--- config.mk ---
export PLATFORM = sky130hd
export DESIGN_NAME = cmd_scheduler
export DESIGN_NICKNAME = d
export VERILOG_FILES = /design/src/rtl/ddr_cmd_pkg.sv /design/src/rtl/open_row_table.sv /design/src/rtl/cmd_scheduler.sv
export SDC_FILE = /design/constraint.sdc
export NUM_CORES = 1
export LEC_CHECK = 0
export ABC_AREA = 1
export BUFFER_PORTS_ARGS = -buffer_cell sky130_fd_sc_hd__buf_4
export CAP_MARGIN = 30
export CORE_AREA = 4 4 134 232
export CTS_BUF_LIST = sky130_fd_sc_hd__clkbuf_4
export CTS_CLUSTER_DIAMETER = 150
export DETAILED_ROUTE_END_ITERATION = 12
export DIE_AREA = 0 0 138 236
export HOLD_SLACK_MARGIN = 0.03
export PLACE_DENSITY = 0.78
export SYNTH_ARGS = -nofsm -noshare
export SYNTH_HDL_FRONTEND = slang
export SYNTH_SLANG_ARGS = --single-unit
export TNS_END_PERCENT = 30
--- constraint.sdc ---
create_clock -name clk -period 3.3 [get_ports clk]
set_input_delay 0.33 -clock clk [delete_from_list [all_inputs] [get_ports clk]]
set_output_delay 0.33 -clock clk [all_outputs]
set_load 0.01 [all_outputs]
--- src/rtl/ddr_cmd_pkg.sv ---
// Shared types and constants for the DDR4 command scheduler: FSM states,
// internal command kinds, ras/cas/we encodings and default timings.
package ddr_cmd_pkg;

  typedef enum logic [3:0] {
    IDLE,
    PRE,
    PRE_WAIT,
    ACT,
    ACT_WAIT,
    CAS,
    RPREA,
    RPREA_WAIT,
    RREF,
    RREF_WAIT
  } state_t;

  typedef enum logic [2:0] {
    C_NONE,
    C_ACT,
    C_CAS,
    C_PRE,
    C_PREA,
    C_REF
  } cmd_t;

  // {ras_n, cas_n, we_n} as carried on A16/A15/A14 while act_n is high
  localparam logic [2:0] RCW_RD  = 3'b101;
  localparam logic [2:0] RCW_WR  = 3'b100;
  localparam logic [2:0] RCW_PRE = 3'b010;
  localparam logic [2:0] RCW_REF = 3'b001;

  localparam int DEF_TRCD  = 4;
  localparam int DEF_TRP   = 4;
  localparam int DEF_TRFC  = 16;
  localparam int DEF_TREFI = 1000;

endpackage

--- src/rtl/open_row_table.sv ---
// Per-bank open-row tracker: one valid bit and row address per bank, with a
// combinational lookup port and a single registered update port.
module open_row_table #(
  parameter int BGWIDTH   = 2,
  parameter int BAWIDTH   = 2,
  parameter int ADDRWIDTH = 17
) (
  input  logic                       clk,
  input  logic                       reset_n,
  input  logic [BGWIDTH+BAWIDTH-1:0] lookup_idx,
  input  logic [ADDRWIDTH-1:0]       lookup_row,
  output logic                       lookup_valid,
  output logic                       lookup_hit,
  output logic                       any_open,
  input  logic                       set_en,
  input  logic                       clear_en,
  input  logic                       clear_all,
  input  logic [BGWIDTH+BAWIDTH-1:0] update_idx,
  input  logic [ADDRWIDTH-1:0]       update_row
);

  localparam int NBANKS = 1 << (BGWIDTH + BAWIDTH);

  logic [NBANKS-1:0]    valid;
  logic [ADDRWIDTH-1:0] rows [NBANKS];

  always_ff @(posedge clk or negedge reset_n) begin
    if (!reset_n) begin
      valid <= '0;
    end else if (clear_all) begin
      valid <= '0;
    end else if (set_en) begin
      valid[update_idx] <= 1'b1;
    end else if (clear_en) begin
      valid[update_idx] <= 1'b0;
    end
  end

  // Row storage needs no reset: an entry is only trusted while its valid bit is set.
  always_ff @(posedge clk) begin
    if (set_en) begin
      rows[update_idx] <= update_row;
    end
  end

  assign lookup_valid = valid[lookup_idx];
  assign lookup_hit   = valid[lookup_idx] && (rows[lookup_idx] == lookup_row);
  assign any_open     = |valid;

endmodule

--- src/rtl/cmd_scheduler.sv ---
// DDR4 command scheduler: turns single read/write requests into PRE/ACT/RD/WR
// sequences using an open-row table, and interleaves periodic refresh.
module cmd_scheduler
  import ddr_cmd_pkg::*;
#(
  parameter int BGWIDTH   = 2,
  parameter int BAWIDTH   = 2,
  parameter int ADDRWIDTH = 17,
  parameter int COLWIDTH  = 10,
  parameter int TRCD      = DEF_TRCD,
  parameter int TRP       = DEF_TRP,
  parameter int TRFC      = DEF_TRFC,
  parameter int TREFI     = DEF_TREFI
) (
  input  logic                 clk,
  input  logic                 reset_n,
  input  logic                 req_valid,
  output logic                 req_ready,
  input  logic                 req_wr,
  input  logic [BGWIDTH-1:0]   req_bg,
  input  logic [BAWIDTH-1:0]   req_ba,
  input  logic [ADDRWIDTH-1:0] req_row,
  input  logic [COLWIDTH-1:0]  req_col,
  output logic                 act_n,
  output logic [ADDRWIDTH-1:0] A,
  output logic [BGWIDTH-1:0]   bg,
  output logic [BAWIDTH-1:0]   ba,
  output logic                 cs_n,
  output logic                 cke,
  output logic                 cas_issued,
  output logic                 cas_wr
);

  localparam logic [7:0]  TRCD_LOAD  = 8'(TRCD - 1);
  localparam logic [7:0]  TRP_LOAD   = 8'(TRP - 1);
  localparam logic [7:0]  TRFC_LOAD  = 8'(TRFC);
  localparam logic [15:0] TREFI_LOAD = 16'(TREFI - 1);

  state_t state, state_next;
  cmd_t   cmd;
  logic [7:0]  cnt, cnt_next;
  logic [15:0] ref_timer;
  logic        ref_pending;

  logic                 lat_wr;
  logic [BGWIDTH-1:0]   lat_bg;
  logic [BAWIDTH-1:0]   lat_ba;
  logic [ADDRWIDTH-1:0] lat_row;
  logic [COLWIDTH-1:0]  lat_col;

  logic                 cur_wr;
  logic [BGWIDTH-1:0]   cur_bg;
  logic [BAWIDTH-1:0]   cur_ba;
  logic [ADDRWIDTH-1:0] cur_row;
  logic [COLWIDTH-1:0]  cur_col;

  logic lookup_valid, lookup_hit, any_open;
  logic                 nxt_cs_n, nxt_act_n, nxt_cas, nxt_cas_wr;
  logic [ADDRWIDTH-1:0] nxt_a;
  logic [BGWIDTH-1:0]   nxt_bg;
  logic [BAWIDTH-1:0]   nxt_ba;

  assign req_ready = (state == IDLE) && !ref_pending && cke;

  // The first command of a request is issued from IDLE in the accept cycle,
  // before the latch holds it, so addressing comes straight from the inputs there.
  assign cur_wr  = (state == IDLE) ? req_wr  : lat_wr;
  assign cur_bg  = (state == IDLE) ? req_bg  : lat_bg;
  assign cur_ba  = (state == IDLE) ? req_ba  : lat_ba;
  assign cur_row = (state == IDLE) ? req_row : lat_row;
  assign cur_col = (state == IDLE) ? req_col : lat_col;

  open_row_table #(
    .BGWIDTH  (BGWIDTH),
    .BAWIDTH  (BAWIDTH),
    .ADDRWIDTH(ADDRWIDTH)
  ) u_table (
    .clk         (clk),
    .reset_n     (reset_n),
    .lookup_idx  ({req_bg, req_ba}),
    .lookup_row  (req_row),
    .lookup_valid(lookup_valid),
    .lookup_hit  (lookup_hit),
    .any_open    (any_open),
    .set_en      (cmd == C_ACT),
    .clear_en    (cmd == C_PRE),
    .clear_all   ((cmd == C_PREA) || (cmd == C_REF)),
    .update_idx  ({cur_bg, cur_ba}),
    .update_row  (cur_row)
  );

  always_comb begin
    state_next = state;
    cnt_next   = cnt;
    cmd        = C_NONE;
    case (state)
      IDLE: begin
        if (ref_pending) begin
          cmd        = any_open ? C_PREA : C_REF;
          state_next = any_open ? RPREA : RREF;
        end else if (req_valid && req_ready) begin
          if (lookup_hit) begin
            cmd = C_CAS; state_next = CAS;
          end else if (lookup_valid) begin
            cmd = C_PRE; state_next = PRE;
          end else begin
            cmd = C_ACT; state_next = ACT;
          end
        end
      end
      PRE, RPREA: begin
        if (TRP > 1) begin
          cnt_next   = TRP_LOAD;
          state_next = (state == PRE) ? PRE_WAIT : RPREA_WAIT;
        end else begin
          cmd        = (state == PRE) ? C_ACT : C_REF;
          state_next = (state == PRE) ? ACT : RREF;
        end
      end
      PRE_WAIT, RPREA_WAIT: begin
        if (cnt == 8'd1) begin
          cmd        = (state == PRE_WAIT) ? C_ACT : C_REF;
          state_next = (state == PRE_WAIT) ? ACT : RREF;
        end else begin
          cnt_next = cnt - 8'd1;
        end
      end
      ACT: begin
        if (TRCD > 1) begin
          cnt_next = TRCD_LOAD; state_next = ACT_WAIT;
        end else begin
          cmd = C_CAS; state_next = CAS;
        end
      end
      ACT_WAIT: begin
        if (cnt == 8'd1) begin
          cmd = C_CAS; state_next = CAS;
        end else begin
          cnt_next = cnt - 8'd1;
        end
      end
      CAS: state_next = IDLE;
      RREF: begin
        if (TRFC > 0) begin
          cnt_next = TRFC_LOAD; state_next = RREF_WAIT;
        end else begin
          state_next = IDLE;
        end
      end
      RREF_WAIT: begin
        if (cnt == 8'd1) state_next = IDLE;
        else             cnt_next = cnt - 8'd1;
      end
      default: state_next = IDLE;
    endcase
  end

  // Pin image of the command chosen this cycle; everything unlisted stays 0.
  always_comb begin
    nxt_cs_n   = 1'b1;
    nxt_act_n  = 1'b1;
    nxt_a      = '0;
    nxt_bg     = '0;
    nxt_ba     = '0;
    nxt_cas    = 1'b0;
    nxt_cas_wr = 1'b0;
    case (cmd)
      C_ACT: begin
        nxt_cs_n = 1'b0; nxt_act_n = 1'b0; nxt_a = cur_row;
        nxt_bg = cur_bg; nxt_ba = cur_ba;
      end
      C_CAS: begin
        nxt_cs_n = 1'b0;
        nxt_a[ADDRWIDTH-1 -: 3] = cur_wr ? RCW_WR : RCW_RD;
        nxt_a[COLWIDTH-1:0]     = cur_col;
        nxt_bg = cur_bg; nxt_ba = cur_ba;
        nxt_cas = 1'b1; nxt_cas_wr = cur_wr;
      end
      C_PRE: begin
        nxt_cs_n = 1'b0; nxt_a[ADDRWIDTH-1 -: 3] = RCW_PRE;
        nxt_bg = cur_bg; nxt_ba = cur_ba;
      end
      C_PREA: begin
        nxt_cs_n = 1'b0; nxt_a[ADDRWIDTH-1 -: 3] = RCW_PRE; nxt_a[10] = 1'b1;
      end
      C_REF: begin
        nxt_cs_n = 1'b0; nxt_a[ADDRWIDTH-1 -: 3] = RCW_REF;
      end
      default: ;
    endcase
  end

  always_ff @(posedge clk or negedge reset_n) begin
    if (!reset_n) begin
      state      <= IDLE;
      cnt        <= '0;
      cke        <= 1'b0;
      cs_n       <= 1'b1;
      act_n      <= 1'b1;
      A          <= '0;
      bg         <= '0;
      ba         <= '0;
      cas_issued <= 1'b0;
      cas_wr     <= 1'b0;
    end else begin
      state      <= state_next;
      cnt        <= cnt_next;
      cke        <= 1'b1;
      cs_n       <= nxt_cs_n;
      act_n      <= nxt_act_n;
      A          <= nxt_a;
      bg         <= nxt_bg;
      ba         <= nxt_ba;
      cas_issued <= nxt_cas;
      cas_wr     <= nxt_cas_wr;
    end
  end

  always_ff @(posedge clk or negedge reset_n) begin
    if (!reset_n) begin
      lat_wr  <= 1'b0;
      lat_bg  <= '0;
      lat_ba  <= '0;
      lat_row <= '0;
      lat_col <= '0;
    end else if (req_valid && req_ready) begin
      lat_wr  <= req_wr;
      lat_bg  <= req_bg;
      lat_ba  <= req_ba;
      lat_row <= req_row;
      lat_col <= req_col;
    end
  end

  // A fresh expiry wins over a REF issued in the same cycle so no interval is lost.
  always_ff @(posedge clk or negedge reset_n) begin
    if (!reset_n) begin
      ref_timer   <= TREFI_LOAD;
      ref_pending <= 1'b0;
    end else if (ref_timer == 16'd0) begin
      ref_timer   <= TREFI_LOAD;
      ref_pending <= 1'b1;
    end else begin
      ref_timer <= ref_timer - 16'd1;
      if (cmd == C_REF) ref_pending <= 1'b0;
    end
  end

endmodule

==> flow_metrics.env <==
export IMPL_layout_common_cells="476 x nand2_1, 272 x edfxtp_1, 210 x inv_1"
export IMPL_slew_viol_final=0
export IMPL_grt_usage=0.280
export IMPL_path_clk_slew_ns=0.08
export IMPL_fin_setup_tns_ns=0
export IMPL_avgSynthCellArea_um2=9.65
export IMPL_path_cells="nor2_1, inv_1, nor2_2, inv_1, buf_4, o21ai_0, inv_1, nor2_1, nand2_1, nor2_2, buf_4"
export IMPL_layout_commonest_cell="nand2_1"
export IMPL_cp_num_buf_inv=5
export IMPL_synthCells=1738
export IMPL_place_congestion=0.937
export IMPL_grt_max_degree=65
export IMPL_area_delta_synth_final_pct=17.0
export IMPL_die_area_mm2=0.0326
export IMPL_skew_ns=0.0476
export IMPL_synth_nets=1777
export IMPL_synth_edf_count=272
export IMPL_yosys_register_bits=375
export IMPL_start_util=0.572
export IMPL_yosys_area_top_type_share=0.487
export IMPL_p_per_area_mw_per_mm2=465
export IMPL_fin_nets=1973
export IMPL_min_path_type="input port to flop"
export IMPL_io_pins=62
export IMPL_grt_overflow_total=0
export IMPL_synth_ff_type="edfxtp_1"
export IMPL_fmax_ghz=0.342
export IMPL_fill_cells=2187
export IMPL_synth_area_leaders="edfxtp_1 49%, dfrtp_1 14%, nand2_1 11%, nand3_1 5.5%, inv_1 4.7%"
export IMPL_critPathRequiredTime_ns=3.75
export IMPL_place_ws_ns=-0.0153
export IMPL_startpoint_type="flop"
export IMPL_async_flop_share=0.275
export IMPL_cts_root_buffer="clkbuf_4"
export IMPL_cts_buffer_depth=3
export IMPL_cts_buffers=85
export IMPL_dr_total_vias=13300
export IMPL_critPathMaxFanout=17
export IMPL_grt_pass1_wl_um=71000
export IMPL_fin_crit_ns=2.93
export IMPL_drc=0
export IMPL_yosysTopAreaCell="edfxtp_1"
export IMPL_ys_warn_count=0
export IMPL_arrival_ns=3.37
export IMPL_antenna_found_initial=2
export IMPL_rows=83
export IMPL_cts_tree="yes"
export IMPL_outcome="finished, final reports clean"
export IMPL_cpMostUsedCell="inv_1"
export IMPL_slew_headroom=0.365
export IMPL_synth_cell_type_count=39
export IMPL_fin_hold_ws_ns=0.148
export IMPL_wl_per_cell_um=19.2
export IMPL_die_y_um=236
export IMPL_first_iter_violations=1269
export IMPL_grt_pass1_vias=13300
export IMPL_drtAntennaViolNets=0
export IMPL_finalCritPeriodShare=0.887
export IMPL_die_x_um=138
export IMPL_core_area_mm2=0.0293
export IMPL_dr_pass1_iters=6
export IMPL_end_kind="flop"
export IMPL_drive_above_1_share=0.169
export IMPL_slowest_stage="dfrtp_1"
export IMPL_htreeDepth=3
export IMPL_cts_sinks=375
export IMPL_place_hpwl_um=30300
export IMPL_final_area_mm2=0.0196
export IMPL_drv_cap=0
export IMPL_cp_top_family="simple AND/OR/NAND/NOR gates"
export IMPL_setup_ws_ns=0.374
export IMPL_setup_viol=0
export IMPL_p_leak_nw=8.54
export IMPL_clk_latency_ns=0.79
export IMPL_rsz0062_at_grt="no"
export IMPL_critPathMaxStageDelay_ns=0.46
export IMPL_port_buffer_count=61
export IMPL_yosysSeqAreaShare=0.642
export IMPL_seqCellArea_mm2=0.0108
export IMPL_netlist_area_mm2=0.0168
export IMPL_routed_wl_um=45700
export IMPL_placed_cell_area_mm2=0.0182
export IMPL_final_util=0.670
export IMPL_worstSetupPathType="flop to flop"
export IMPL_worst_pin_slew_ns=0.944
export IMPL_multi_input_area_mm2=0.00481
export IMPL_max_vdd_ir_drop_uv=340
export IMPL_hold_viol=0
export IMPL_via_per_inst=5.55
-- flip-flops by register name (all words and copies together), names as in the netlist, 2 cells and up --
signal         flops
u_table.valid     16
A                 17
lat_col           10
bg                 2
lat_row           17
cnt                8
ref_timer         16
ba                 2
u_table.rows     272
lat_ba             2
lat_bg             2
state              4
-- metrics by stage --
stage	cells	total power, mW
floorplan	1738	5.37
finish	2388	9.12
global placement	2200	5.57
detailed placement	2200	5.57
global route	2388	9.47
CTS	2385	9.17
-- tightest hold or removal path: stages --
cell and delay [ns]:
buf_4 0.08, nand2_2 0.05, inv_1 0.12, o22ai_1 0.08, inv_1 0.13, o21ai_0 0.10
-- layout make-up --
cell class | instances | share of cell area
Antenna cell | 3 | 0.000383
Sequential cell | 375 | 0.548
Timing Repair Buffer | 185 | 0.0847
Clock buffer | 121 | 0.0463
Multi-Input combinational cell | 1068 | 0.245
Tap cell | 382 | 0.0244
Clock inverter | 35 | 0.00867
Inverter | 219 | 0.0420
-- final timing paths --
kind                               from             endpoint  slack (ns)  cells past startpoint
min                           req_valid             state[2]        0.15                      6
max in group asynchronous       reset_n          lat_row[11]        2.21                      3
min reg2reg                ref_timer[0]         ref_timer[0]        0.46                      1
max                            state[1]  u_table.rows[6][14]        0.37                     11
min in group asynchronous       reset_n             state[2]        0.18                      2
max reg2reg                    state[1]  u_table.rows[6][14]        0.37                     11
-- cell families (layout without fill, tap and decap cells) --
group           Yosys count  in the layout  share of synthesized area
simple gates            857            857                      0.213
flops                   375            375                      0.642
buf+inv                 295            560                     0.0736
compound gates          198            198                     0.0647
xor+xnor                  8              8                    0.00418
fa+ha+maj                 4              4                    0.00299
other cells               1              4                   0.000224
-- metal layers --
layer	up-vias	track usage	share of wire	wire length (µm)
met3	132	0.0505	0.079	3610
met5	-	0	0	0
met4	0	0.170	0.058	2650
li1	6161	-	-	-
met2	676	0.478	0.50	23000
met1	6293	0.329	0.36	16500
-- where the power goes --
group,switching (mW),total (mW),internal (mW)
registers,0.000399,5.00,5.00
clock network,1.83,3.62,1.79
logic,0.327,0.506,0.178
-- Yosys cell counts (19+ instances only) --
| library cell | count |
|---|---|
| nand2_1 | 477 |
| nor2_1 | 152 |
| inv_1 | 210 |
| o211ai_1 | 29 |
| o21ai_1 | 23 |
| nand3_1 | 185 |
| clkbuf_1 | 22 |
| edfxtp_1 | 272 |
| o21ai_0 | 119 |
| a21oi_1 | 19 |
| dfrtp_1 | 93 |
| buf_2 | 23 |
| buf_4 | 25 |
-- what timing repair did --
item	CTS	global route
setup endpoints to repair	0	6
hold buffers	29	0
resized for setup	0	1
setup buffers	0	0
endpoints found under the hold margin	101	0
Power figures use the tool's default switching activity.
